<file path="config.mk">
export PLATFORM = sky130hd
export DESIGN_NAME = clk_tick_gen_flat
export DESIGN_NICKNAME = d
export VERILOG_FILES = /design/src/rtl/clk_tick_gen_if.sv /design/src/rtl/clk_tick_gen.sv /design/src/flat_wrapper.sv
export SDC_FILE = /design/constraint.sdc
export NUM_CORES = 1
export LEC_CHECK = 0
export CORE_MARGIN = 2
export CORE_UTILIZATION = 35
export CTS_CLUSTER_DIAMETER = 30
export CTS_CLUSTER_SIZE = 14
export DETAILED_ROUTE_END_ITERATION = 16
export PLACE_DENSITY_LB_ADDON = 0.05
export SYNTH_ARGS = -nofsm -noshare
export SYNTH_HDL_FRONTEND = slang
export SYNTH_SLANG_ARGS = --single-unit
export TNS_END_PERCENT = 5
</file>
<file path="constraint.sdc">
create_clock -name clk_i -period 3.6 [get_ports clk_i]
set_clock_uncertainty 0.15 [all_clocks]
set_input_delay 1.08 -clock clk_i [delete_from_list [all_inputs] [get_ports clk_i]]
set_output_delay 1.08 -clock clk_i [all_outputs]
set_load 0.01 [all_outputs]
</file>
<file path="src/rtl/clk_tick_gen_if.sv">
// Control/status bundle for clk_tick_gen: divisor load, mode, step button
// and the generated slow clock, tick and busy flags.
interface clk_tick_gen_if #(
   parameter int unsigned CNT_W = 32
) ();
   logic [CNT_W-1:0] div_i;
   logic             load_i;
   logic [1:0]       mode_i;
   logic             step_i;
   logic             slow_clk_o;
   logic             tick_o;
   logic             busy_o;

   modport master (
      output div_i, load_i, mode_i, step_i,
      input  slow_clk_o, tick_o, busy_o
   );

   modport slave (
      input  div_i, load_i, mode_i, step_i,
      output slow_clk_o, tick_o, busy_o
   );
endinterface

</file>
<file path="src/rtl/clk_tick_gen.sv">
// Runtime-loadable slow clock divider with stop / free-run / single-step
// modes, a one-cycle tick on each rising slow edge, and a busy flag per step.
module clk_tick_gen #(
   parameter int unsigned      CNT_W       = 32,
   parameter logic [CNT_W-1:0] DEFAULT_DIV = CNT_W'(125_000_000)
) (
   input logic           clk_i,
   input logic           rst_ni,
   clk_tick_gen_if.slave bus
);

   typedef enum logic [1:0] {IDLE, RUN, STEP_HI, STEP_LO} state_t;

   localparam logic [1:0] MODE_RUN  = 2'b01;
   localparam logic [1:0] MODE_STEP = 2'b10;

   state_t           state_q, state_d;
   logic [CNT_W-1:0] cnt_q, cnt_d;
   logic [CNT_W-1:0] div_q, div_d;
   logic             slow_q, slow_d;
   logic             tick_q, tick_d;
   logic             busy_q, busy_d;
   logic             step_meta, step_sync, step_prev;

   logic             step_req;
   logic             load_ok;
   logic             last;

   assign step_req = step_sync & ~step_prev;
   assign load_ok  = bus.load_i && (bus.div_i != '0);
   assign last     = (cnt_q == div_q - CNT_W'(1));

   always_ff @(posedge clk_i or negedge rst_ni) begin
      if (!rst_ni) begin
         state_q   <= IDLE;
         cnt_q     <= '0;
         div_q     <= DEFAULT_DIV;
         slow_q    <= 1'b0;
         tick_q    <= 1'b0;
         busy_q    <= 1'b0;
         step_meta <= 1'b0;
         step_sync <= 1'b0;
         step_prev <= 1'b0;
      end else begin
         state_q   <= state_d;
         cnt_q     <= cnt_d;
         div_q     <= div_d;
         slow_q    <= slow_d;
         tick_q    <= tick_d;
         busy_q    <= busy_d;
         step_meta <= bus.step_i;
         step_sync <= step_meta;
         step_prev <= step_sync;
      end
   end

   always_comb begin
      state_d = state_q;
      cnt_d   = cnt_q;
      div_d   = div_q;
      slow_d  = slow_q;
      tick_d  = 1'b0;
      busy_d  = busy_q;

      if (load_ok) div_d = bus.div_i;

      case (state_q)
         IDLE: begin
            cnt_d  = '0;
            slow_d = 1'b0;
            busy_d = 1'b0;
            if (bus.mode_i == MODE_RUN) begin
               state_d = RUN;
            end else if (bus.mode_i == MODE_STEP && step_req) begin
               state_d = STEP_HI;
               slow_d  = 1'b1;
               tick_d  = 1'b1;
               busy_d  = 1'b1;
            end
         end
         RUN: begin
            // Leaving RUN parks the clock low without a tick.
            if (bus.mode_i != MODE_RUN) begin
               state_d = IDLE;
               cnt_d   = '0;
               slow_d  = 1'b0;
            end else if (load_ok) begin
               cnt_d = '0;
            end else if (last) begin
               cnt_d  = '0;
               slow_d = ~slow_q;
               tick_d = ~slow_q;
            end else begin
               cnt_d = cnt_q + CNT_W'(1);
            end
         end
         STEP_HI: begin
            if (load_ok) begin
               cnt_d = '0;
            end else if (last) begin
               cnt_d   = '0;
               slow_d  = 1'b0;
               state_d = STEP_LO;
            end else begin
               cnt_d = cnt_q + CNT_W'(1);
            end
         end
         STEP_LO: begin
            if (load_ok) begin
               cnt_d = '0;
            end else if (last) begin
               cnt_d   = '0;
               busy_d  = 1'b0;
               state_d = IDLE;
            end else begin
               cnt_d = cnt_q + CNT_W'(1);
            end
         end
         default: begin
            state_d = IDLE;
            cnt_d   = '0;
            slow_d  = 1'b0;
            busy_d  = 1'b0;
         end
      endcase
   end

   assign bus.slow_clk_o = slow_q;
   assign bus.tick_o     = tick_q;
   assign bus.busy_o     = busy_q;

endmodule

</file>
<file path="src/flat_wrapper.sv">
// flat-port wrapper written by rule: the top's interface ports become plain ports
module clk_tick_gen_flat 
#(
   parameter int unsigned      CNT_W       = 32,
   parameter logic [CNT_W-1:0] DEFAULT_DIV = CNT_W'(125_000_000)
)
  (clk_i, rst_ni, bus_div_i, bus_load_i, bus_mode_i, bus_step_i, bus_slow_clk_o, bus_tick_o, bus_busy_o);
  clk_tick_gen_if #(.CNT_W(CNT_W)) bus_i ();
  input logic clk_i;
  input logic rst_ni;
  input wire logic [$bits(bus_i.div_i)-1:0] bus_div_i;
  input wire logic [$bits(bus_i.load_i)-1:0] bus_load_i;
  input wire logic [$bits(bus_i.mode_i)-1:0] bus_mode_i;
  input wire logic [$bits(bus_i.step_i)-1:0] bus_step_i;
  output wire logic [$bits(bus_i.slow_clk_o)-1:0] bus_slow_clk_o;
  output wire logic [$bits(bus_i.tick_o)-1:0] bus_tick_o;
  output wire logic [$bits(bus_i.busy_o)-1:0] bus_busy_o;
  assign bus_i.div_i = bus_div_i;
  assign bus_i.load_i = bus_load_i;
  assign bus_i.mode_i = bus_mode_i;
  assign bus_i.step_i = bus_step_i;
  assign bus_slow_clk_o = bus_i.slow_clk_o;
  assign bus_tick_o = bus_i.tick_o;
  assign bus_busy_o = bus_i.busy_o;
  clk_tick_gen #(.CNT_W(CNT_W), .DEFAULT_DIV(DEFAULT_DIV)) u_core (.clk_i(clk_i), .rst_ni(rst_ni), .bus(bus_i));
endmodule
</file>
Word-level counts from Yosys, hierarchy flattened
Index checks and enable logic that the tools add are counted.

storage, ports and cells
  register bits after elaboration = 72
  input port bits = 38
  output and inout bits = 3
  word-level logic and storage cells = 64

operators by class
  add/subtract/negate cells = 2
  eq/ne operators = 15
  muxes and demuxes = 25
  bitwise logic cells = 3
  reduce and logical (&&, ||, !) cells = 10

operators with widths
  cell                   number
  $mux 32                3
  $pmux 32 s3            1
  $add 32x1->32 const B  1
  $eq 32x32->1           1
  $reduce_bool 32->1     1
  $sub 32x1->32 const B  1
  $mux 2                 7
  $mux 1                 10
  $ne 2x1->1 const B     4
  $pmux 2 s4             1
  $eq 2x2->1 const B     3
  $ne 3x1->1 const B     2
  $reduce_and 6->1       1
  $reduce_and 5->1       1
  $eq 2x1->1 const B     2
  $ne 2x2->1 const B     2
  $pmux 1 s2             2
  $ne 3x3->1 const B     1
  $pmux 1 s3             1
  $reduce_and 3->1       1
  $reduce_bool 3->1      1
  $logic_and 1x1->1      2
  $logic_not 2->1        1
  $not 1->1              2
  other kinds (3)        3

Depth between registers and ports, before layout
Gate-level depths: netlist of run 1.

  word-level depth = 6
  gate-level depth with buffers = 13
  depth with buffers taken out = 11

Least setup slack after synthesis of run 1
Ideal clock, no wire load.

  path type = register to register
  start point = register u_core.div_q[0]
  end point = register u_core.busy_q, in the netlist u_core.bus.busy_o
  setup time = 120 ps
  arrival = 2766 ps
  data required time = 3330 ps
  setup slack = 564 ps
  cell stages (with the launch flop) = 13
  period minus slack after synthesis = 3036 ps
  cells stage by stage = dfrtp_1 -> clkbuf_1 -> inv_1 -> ha_1 -> nor4b_4 -> nand3_1 -> a2111oi_0 -> nor3_1 -> or3_1 -> nor3_2 -> nand4_1 -> nand2b_4 -> a31o_1

between the ends
  cells in the longest elaborated chain, start to end = 4

ends and longest elaborated chain
  item                        RTL line            RTL
  from (decl)                 clk_tick_gen.sv:19  logic [CNT_W-1:0] div_q, div_d;
  from (signal assigned)      clk_tick_gen.sv:47  div_q <= div_d;
  $sub 32x1->32               clk_tick_gen.sv:31  assign last = (cnt_q == div_q - CNT_W'(1));
  $eq 32x32->1                clk_tick_gen.sv:31
  $ne 2x1->1 (no line)        n/a
  $reduce_and 3->1 (no line)  n/a
  to (signal assigned)        clk_tick_gen.sv:50  busy_q <= busy_d;
  to (decl)                   clk_tick_gen.sv:22  logic busy_q, busy_d;

No other way between the ends.
A chain may end at the register's enable or synchronous reset.

Worst setup path in the final report of run 1
  start point = register u_core.div_q[1]
  end point = register u_core.state_q[0]

between the ends
  cells in the longest elaborated chain, start to end = 4

ends and longest elaborated chain
  item                            RTL line            RTL
  $sub 32x1->32 (*)               clk_tick_gen.sv:31
  $eq 32x32->1 (*)                clk_tick_gen.sv:31
  $ne 2x1->1 (no line)            n/a
  $reduce_and 6->1 (no line) (*)  n/a
  to (signal assigned)            clk_tick_gen.sv:45  state_q <= state_d;
  to (decl)                       clk_tick_gen.sv:17  state_t state_q, state_d;

Mark *: on every way between the ends. The rest lies on a longest branch, timed or not.

==> results.yml, run 1 <==
synthesis:
  yosysTopAreaCellShare_pct: 31.73
  synth_ff_type: "dfrtp_1"
  ys_ff_latch: 72
  yosysTopAreaCell: "dfrtp_1"
  syn_area_um2: 4653
  synth.yosys.seq_area_share_pct: 39.07
  yosysMostFrequentCell: "dfrtp_1"
  syn_nets: 531
  synth_area_leaders: "dfrtp_1, mux2_2, dfstp_2"
  asyncSetResetFlopFracSynth_pct: 100.0
  synth_common_cells: "dfrtp_1, nor2_1, xnor2_1"
  postSynthAreaPerCell_um2: 9.575
  ys_types: 55
  syn_inst: 486
  yosys_warnings: 0
  synth_edf_count: 0
final_layout:
  final_area_um2: 5535
  fill_cells: 1270
  drive_above_1_share_pct: 16.01
  diodes: 0
  syn_to_final_growth_pct: 18.96
  fin_nets: 571
detailed_routing:
  dr_wl_met3_um: 390
  wire_per_inst_um: 16.58
  drc: 0
  top_layer_used: "met4"
  route.met2.wl_mm: 4.877
  postRouteAntennaNets: 0
  routed_via_density: 5.253
  routed_wl_mm: 11.72
  met1_length_mm: 6.179
  initialDrtViolationCount: 197
  vias: 3714
  drt-pass1-iter-count: 4
global_routing:
  grt_use_total_pct: 17.54
  overflow: 0
  grt_max_degree: 73
  antenna_found_initial: 0
  first_global_vias: 3624
  grt_pass1_wl_mm: 19.45
clock_network:
  cts_tree: "done"
  clock-root-buffer: "clkbuf_16"
  clock-sinks: 72
  clk_path_buf_depth: 2
  cts-hold-fix-buffers: 0
  h-tree-depth: 3
  cts_buffers: 9
  clkTransAtPathRegs_ns: 0.06
  cts_resized: 0
  clk_latency_ns: 0.34
  cts_setup_buffers: 0
pwr:
  p_seq_share_pct: 40.9
  p_int_mw: 1.693
  p_sw_mw: 0.7284
  comb_power_share_pct: 23.2
  p_per_area_nw_per_um2: 437.4
  p_leak_nw: 2.059
  vdd_ir_drop_max_mv: 0.2110
  p_sw_share_pct: 30.08
  p_clk_share_pct: 35.9
floorplan:
  io_pins: 41
  die_h_um: 119.3
  fp.coreArea_um2: 13140
  start_util_pct: 35.42
  die_area_um2: 14230
  rows: 42
  die_w_um: 119.3
setup_path:
  arrival_ns: 3.28
  crit_slowest_cell: "nor4_2"
  crit_fanout: 5
  critPathMaxStageDelay_ns: 0.51
  critical_path_class: "register to register"
  cp.required_ns: 3.66
  critPathCaptureType: "register"
  crit_path_cell_trace: "buf_4 > nor4_2 > nand2_1 > a2111oi_0 > o211ai_1 > nor3_1 > and3_1 > and4_1 > o221ai_1 > mux2i_1"
  start_kind: "register"
timing:
  slew_headroom_pct: 38.90
  hold_viol_final: 0
  grt_setup_unrepaired: "no"
  period_minus_slack_ns: 3.224
  tightest_slew_ns: 0.9165
  tns_ns: 0
  fmax_mhz: 310.2
  fin_crit_sh_pct: 89.56
  final_max_slew_viol_count: 0
  setup_viol_count_final: 0
placement:
  dp_hpwl_mm: 8.691
  finalWeightedCongestion: 0.8085
  io_buffers: 40
  dpl_cell_area_um2: 5254
min_path:
  hp-class: "register to register"
status:
  outcome: "complete, no violations"
flow_run:
  drv_cap: 0
## sequential cells by signal, indices dropped and copies added, names as in the netlist
register	cells
u_core.step_meta	1
u_core.bus.busy_o	1
u_core.bus.tick_o	1
u_core.cnt_q	32
u_core.step_prev	1
u_core.bus.slow_clk_o	1
u_core.state_q	2
u_core.div_q	32
u_core.step_sync	1
## final cells by class
type	instances	area, um2	area share (%)
Inverter	12	45.04	0.8137
Clock buffer	12	236.5	4.272
Clock inverter	4	45.04	0.8137
Sequential cell	72	1818	32.84
Multi-Input combinational cell	381	2685	48.51
Timing Repair Buffer	50	485.5	8.770
Tap cell	176	220.2	3.978
## final timing paths
path	start	endpoint	slack (ns)	cells after the start
worst max-delay path	u_core.div_q[1]	u_core.state_q[0]	0.38	10
worst min-delay path	u_core.step_meta	u_core.step_sync	0.20	0
worst max register to register	u_core.div_q[1]	u_core.state_q[0]	0.38	10
worst min register to register	u_core.step_meta	u_core.step_sync	0.20	0
max in group asynchronous	rst_ni	u_core.cnt_q[23]	1.98	1
min in group asynchronous	rst_ni	u_core.div_q[4]	0.73	1
## critical path, delay by kind of cell, from the launching register on
kind	cells	cell delay (ns)
AO/OA/AOI/OAI	3	0.82
buffers and inverters	1	0.16
flip-flops	1	0.38
multiplexers	1	0.16
AND/OR/NAND/NOR	5	1.41
## layout by cell type, fill, tap and decap left out, types with 3 or more instances in the layout
cell             instances
nand3_1                 18
nand4_1                 19
nand2_1                 26
or4_1                    3
buf_4                   10
clkbuf_16                9
clkinv_2                 3
mux2_2                  34
dfrtp_1                 59
clkdlybuf4s50_1         39
nor3_1                  15
inv_1                   12
a31oi_1                  6
nor3_2                   4
dfstp_2                 13
nand3b_1                 3
a21oi_1                 11
or3_1                    7
o21ai_0                  9
mux2i_1                  6
and2_1                   3
xnor2_1                 38
a21boi_0                 3
o22ai_1                  3
xor2_1                  35
nor4_1                  22
nand2b_1                 5
and4_1                   6
ha_1                     7
clkbuf_1                 3
nor2_1                  54
nor2b_1                  4
and3_1                   7
nor4_2                   3
## cells by family after synthesis
kind of cell / count (synthesis) / share of synthesized area, %
buffers and inverters: 33 / 3.388
flip-flops: 72 / 39.07
multiplexers: 40 / 9.519
XOR/XNOR: 73 / 13.74
AND/OR/NAND/NOR: 213 / 25.79
AO/OA/AOI/OAI: 48 / 6.615
adder cells (fa/ha/maj): 7 / 1.882
## stage by stage
stage | instances | hold WS (ns) | power [mW] | util [%] | setup slack [ns]
2_1_floorplan | 486 | 0.1812 | 1.371 | - | 0.5642
3_3_place_gp | 691 | 0.1950 | 1.566 | 39.99 | 0.1159
3_5_place_dp | 691 | 0.1855 | 1.564 | 39.99 | 0.06953
4_1_cts | 707 | 0.2084 | 2.443 | 42.13 | 0.3827
5_1_grt | 707 | 0.2181 | 2.548 | 42.13 | 0.07308
6_report | 707 | 0.2019 | 2.421 | 42.13 | 0.3760
## power groups by stage
| stage | registers (mW) | clock network [mW] | logic, mW |
|---|---|---|---|
| after floorplan | 0.961 | 0 | 0.410 |
| after global placement | 1.00 | 0 | 0.564 |
| after detailed placement | 1.00 | 0 | 0.563 |
| after CTS | 0.990 | 0.885 | 0.568 |
| after global routing | 1.00 | 0.919 | 0.624 |
| final | 0.991 | 0.868 | 0.562 |
## metal layers
layer  vias to the layer above  GRT usage, %
li1                       1840             -
met1                      1800         25.91
met2                        56         24.75
met3                        18         3.209
met4                         0         7.941
met5                         -             0
(Power assumes the default switching activity.)
==> run 2: changes to the inputs <==
- ABC_AREA: unset -> 1
- clock period: 3.6 -> 2.8 ns (I/O delays scaled with it)
==> run 2 against run 1 <==
Against the previous run:
- global-route usage increased by 0.59 points
- via count increased by 18%
- combinational power increased by 18%
- cell count rose by 33%
- critical path depth up 7
- sequential cell count unchanged
- critical path type unchanged
- critical endpoint is now u_core.state_q[1]
- largest cell class unchanged
==> results.yml, run 2 <==
status:
  outcome: "complete, no violations"
synthesis:
  postSynthAreaPerCell_um2: 7.016
  yosysTopAreaCellShare_pct: 30.50
  yosysTopAreaCell: "dfrtp_1"
  synth.yosys.seq_area_share_pct: 37.55
  yosys_warnings: 0
  syn_inst: 690
  ys_ff_latch: 72
  synth_edf_count: 0
  ys_types: 34
  synth_ff_type: "dfrtp_1"
  syn_area_um2: 4841
  yosysMostFrequentCell: "nand2_1"
  synth_common_cells: "nand2_1, nor2_1, inv_1"
  syn_nets: 735
  synth_area_leaders: "dfrtp_1, nand2_1, nor2_1"
  asyncSetResetFlopFracSynth_pct: 100.0
placement:
  finalWeightedCongestion: 0.8839
  dp_hpwl_mm: 9.866
  io_buffers: 40
clock_network:
  clk_latency_ns: 0.34
  h-tree-depth: 3
  cts_tree: "done"
  clock-root-buffer: "clkbuf_16"
  cts_buffers: 9
  clock-sinks: 72
  clk_path_buf_depth: 2
  clkTransAtPathRegs_ns: 0.06
setup_path:
  critPathCaptureType: "register"
  cp.required_ns: 2.88
  critical_path_class: "register to register"
  crit_fanout: 4
  start_kind: "register"
  arrival_ns: 2.70
min_path:
  hp-class: "register to register"
detailed_routing:
  drt-pass1-iter-count: 5
  routed_via_density: 4.680
  routed_wl_mm: 12.40
  postRouteAntennaNets: 0
  initialDrtViolationCount: 230
  vias: 4385
  drc: 0
  wire_per_inst_um: 13.23
timing:
  tightest_slew_ns: 0.4344
  fin_crit_sh_pct: 93.59
  hold_viol_final: 0
  final_max_slew_viol_count: 0
  fmax_mhz: 381.6
  grt_setup_unrepaired: "no"
  setup_viol_count_final: 0
  slew_headroom_pct: 71.04
  period_minus_slack_ns: 2.620
  tns_ns: 0
global_routing:
  grt_use_total_pct: 18.13
  overflow: 0
  grt_pass1_wl_mm: 20.92
  antenna_found_initial: 0
  grt_max_degree: 43
  first_global_vias: 4301
final_layout:
  top_regs: "u_core.cnt_q: 32 flops, u_core.div_q: 32 flops, u_core.state_q: 2 flops"
  mostFrequentLayoutCells: "nand2_1, nor2_1, inv_1, dfrtp_1, clkdlybuf4s50_1"
  layout_commonest_cell: "nand2_1"
  fin_nets: 801
  diodes: 0
  syn_to_final_growth_pct: 22.36
  regArea_um2: 1818
  fill_cells: 1427
  multi_input_area_um2: 2595
  drive_above_1_share_pct: 10.38
  fin_util_pct: 44.20
floorplan:
  start_util_pct: 36.13
  rows: 42
  io_pins: 41
  die_w_um: 121.6
  die_area_um2: 14790
  fp.coreArea_um2: 13400
  die_h_um: 121.6
pwr:
  vdd_ir_drop_max_mv: 0.2590
  p_leak_nw: 2.763
  p_per_area_nw_per_um2: 495.2
flow_run:
  drv_cap: 0
run 2: cell count changes after synthesis, sizes merged, moves of 23 or more:
cell   change
inv       +91
mux2      -34
nand2    +165
nor2      +70
o21ai     +26
xnor2     -23
run 2: what timing repair did:
item                       in CTS  in global routing
setup endpoints to repair       0                 36
setup buffers                   0                  2
resized for setup               0                  6
hold buffers                    0                  0
run 2: layout make-up:
class	instances	area share, %
clock buffers	13	4.225
clock inverters	3	0.2957
multi-input cells	505	43.81
repair buffers	65	10.73
inverters	103	6.527
well taps	176	3.718
flip-flops and latches	72	30.69
run 2: worst max-delay path, cell delays in order, from the launching register on:
cell and delay [ns]:
dfrtp_1 0.41, inv_1 0.11, ha_2 0.22, nand2_4 0.10, nor2_4 0.20, nand2_1 0.15, nor2_1 0.13, nand2_1 0.05
nand2_1 0.06, nand2_1 0.04, nor2_1 0.08, nand2_1 0.12, nor2_2 0.19, nand3_1 0.16, nand2_1 0.13, nand2_1 0.07
nand2_1 0.07, nand2_1 0.04
run 2: metal layers:
metal  global-route usage (%)  wire length (um)  up-vias
met5                        0                 0        -
met4                    7.256               231        0
met3                    2.622               380       16
met2                    30.44              5989       75
met1                    23.54              5794     2016
li1                         -                 -     2278
run 2: final timing paths:
| path | from | endpoint | depth (start not counted) | slack, ns |
|---|---|---|---|---|
| min reg2reg | u_core.step_meta | u_core.step_sync | 0 | 0.21 |
| max in group asynchronous | rst_ni | u_core.div_q[26] | 2 | 1.58 |
| max reg2reg | u_core.div_q[0] | u_core.state_q[1] | 17 | 0.18 |
| min | u_core.step_meta | u_core.step_sync | 0 | 0.21 |
| max | u_core.div_q[0] | u_core.state_q[1] | 17 | 0.18 |
| min in group asynchronous | rst_ni | u_core.cnt_q[4] | 1 | 0.28 |
run 2: metrics by stage:
step                setup slack, ns  hold WS (ns)  cells  cell area [um2]  power, mW
global route               0.009861        0.2195    937             5923      3.130
finish                       0.1796        0.2094    937             5923      2.933
CTS                         0.08807        0.2160    935             5888      2.968
floorplan                    0.6021        0.1812    690             4841      1.652
global placement           0.008351        0.2032    919             5620      1.890
detailed placement         -0.08780        0.2042    919             5620      1.891
run 2: cells by family after synthesis:
group | Yosys count | share of synthesized area, %
compound gates | 51 | 5.841
xor+xnor | 52 | 9.692
buf+inv | 113 | 9.253
flops | 72 | 37.56
simple gates | 395 | 35.85
fa+ha+maj | 7 | 1.809
run 2: where the power goes:
group	switching (mW)	internal (mW)
registers	0.0915	1.12
clock network	0.432	0.621
logic	0.386	0.278
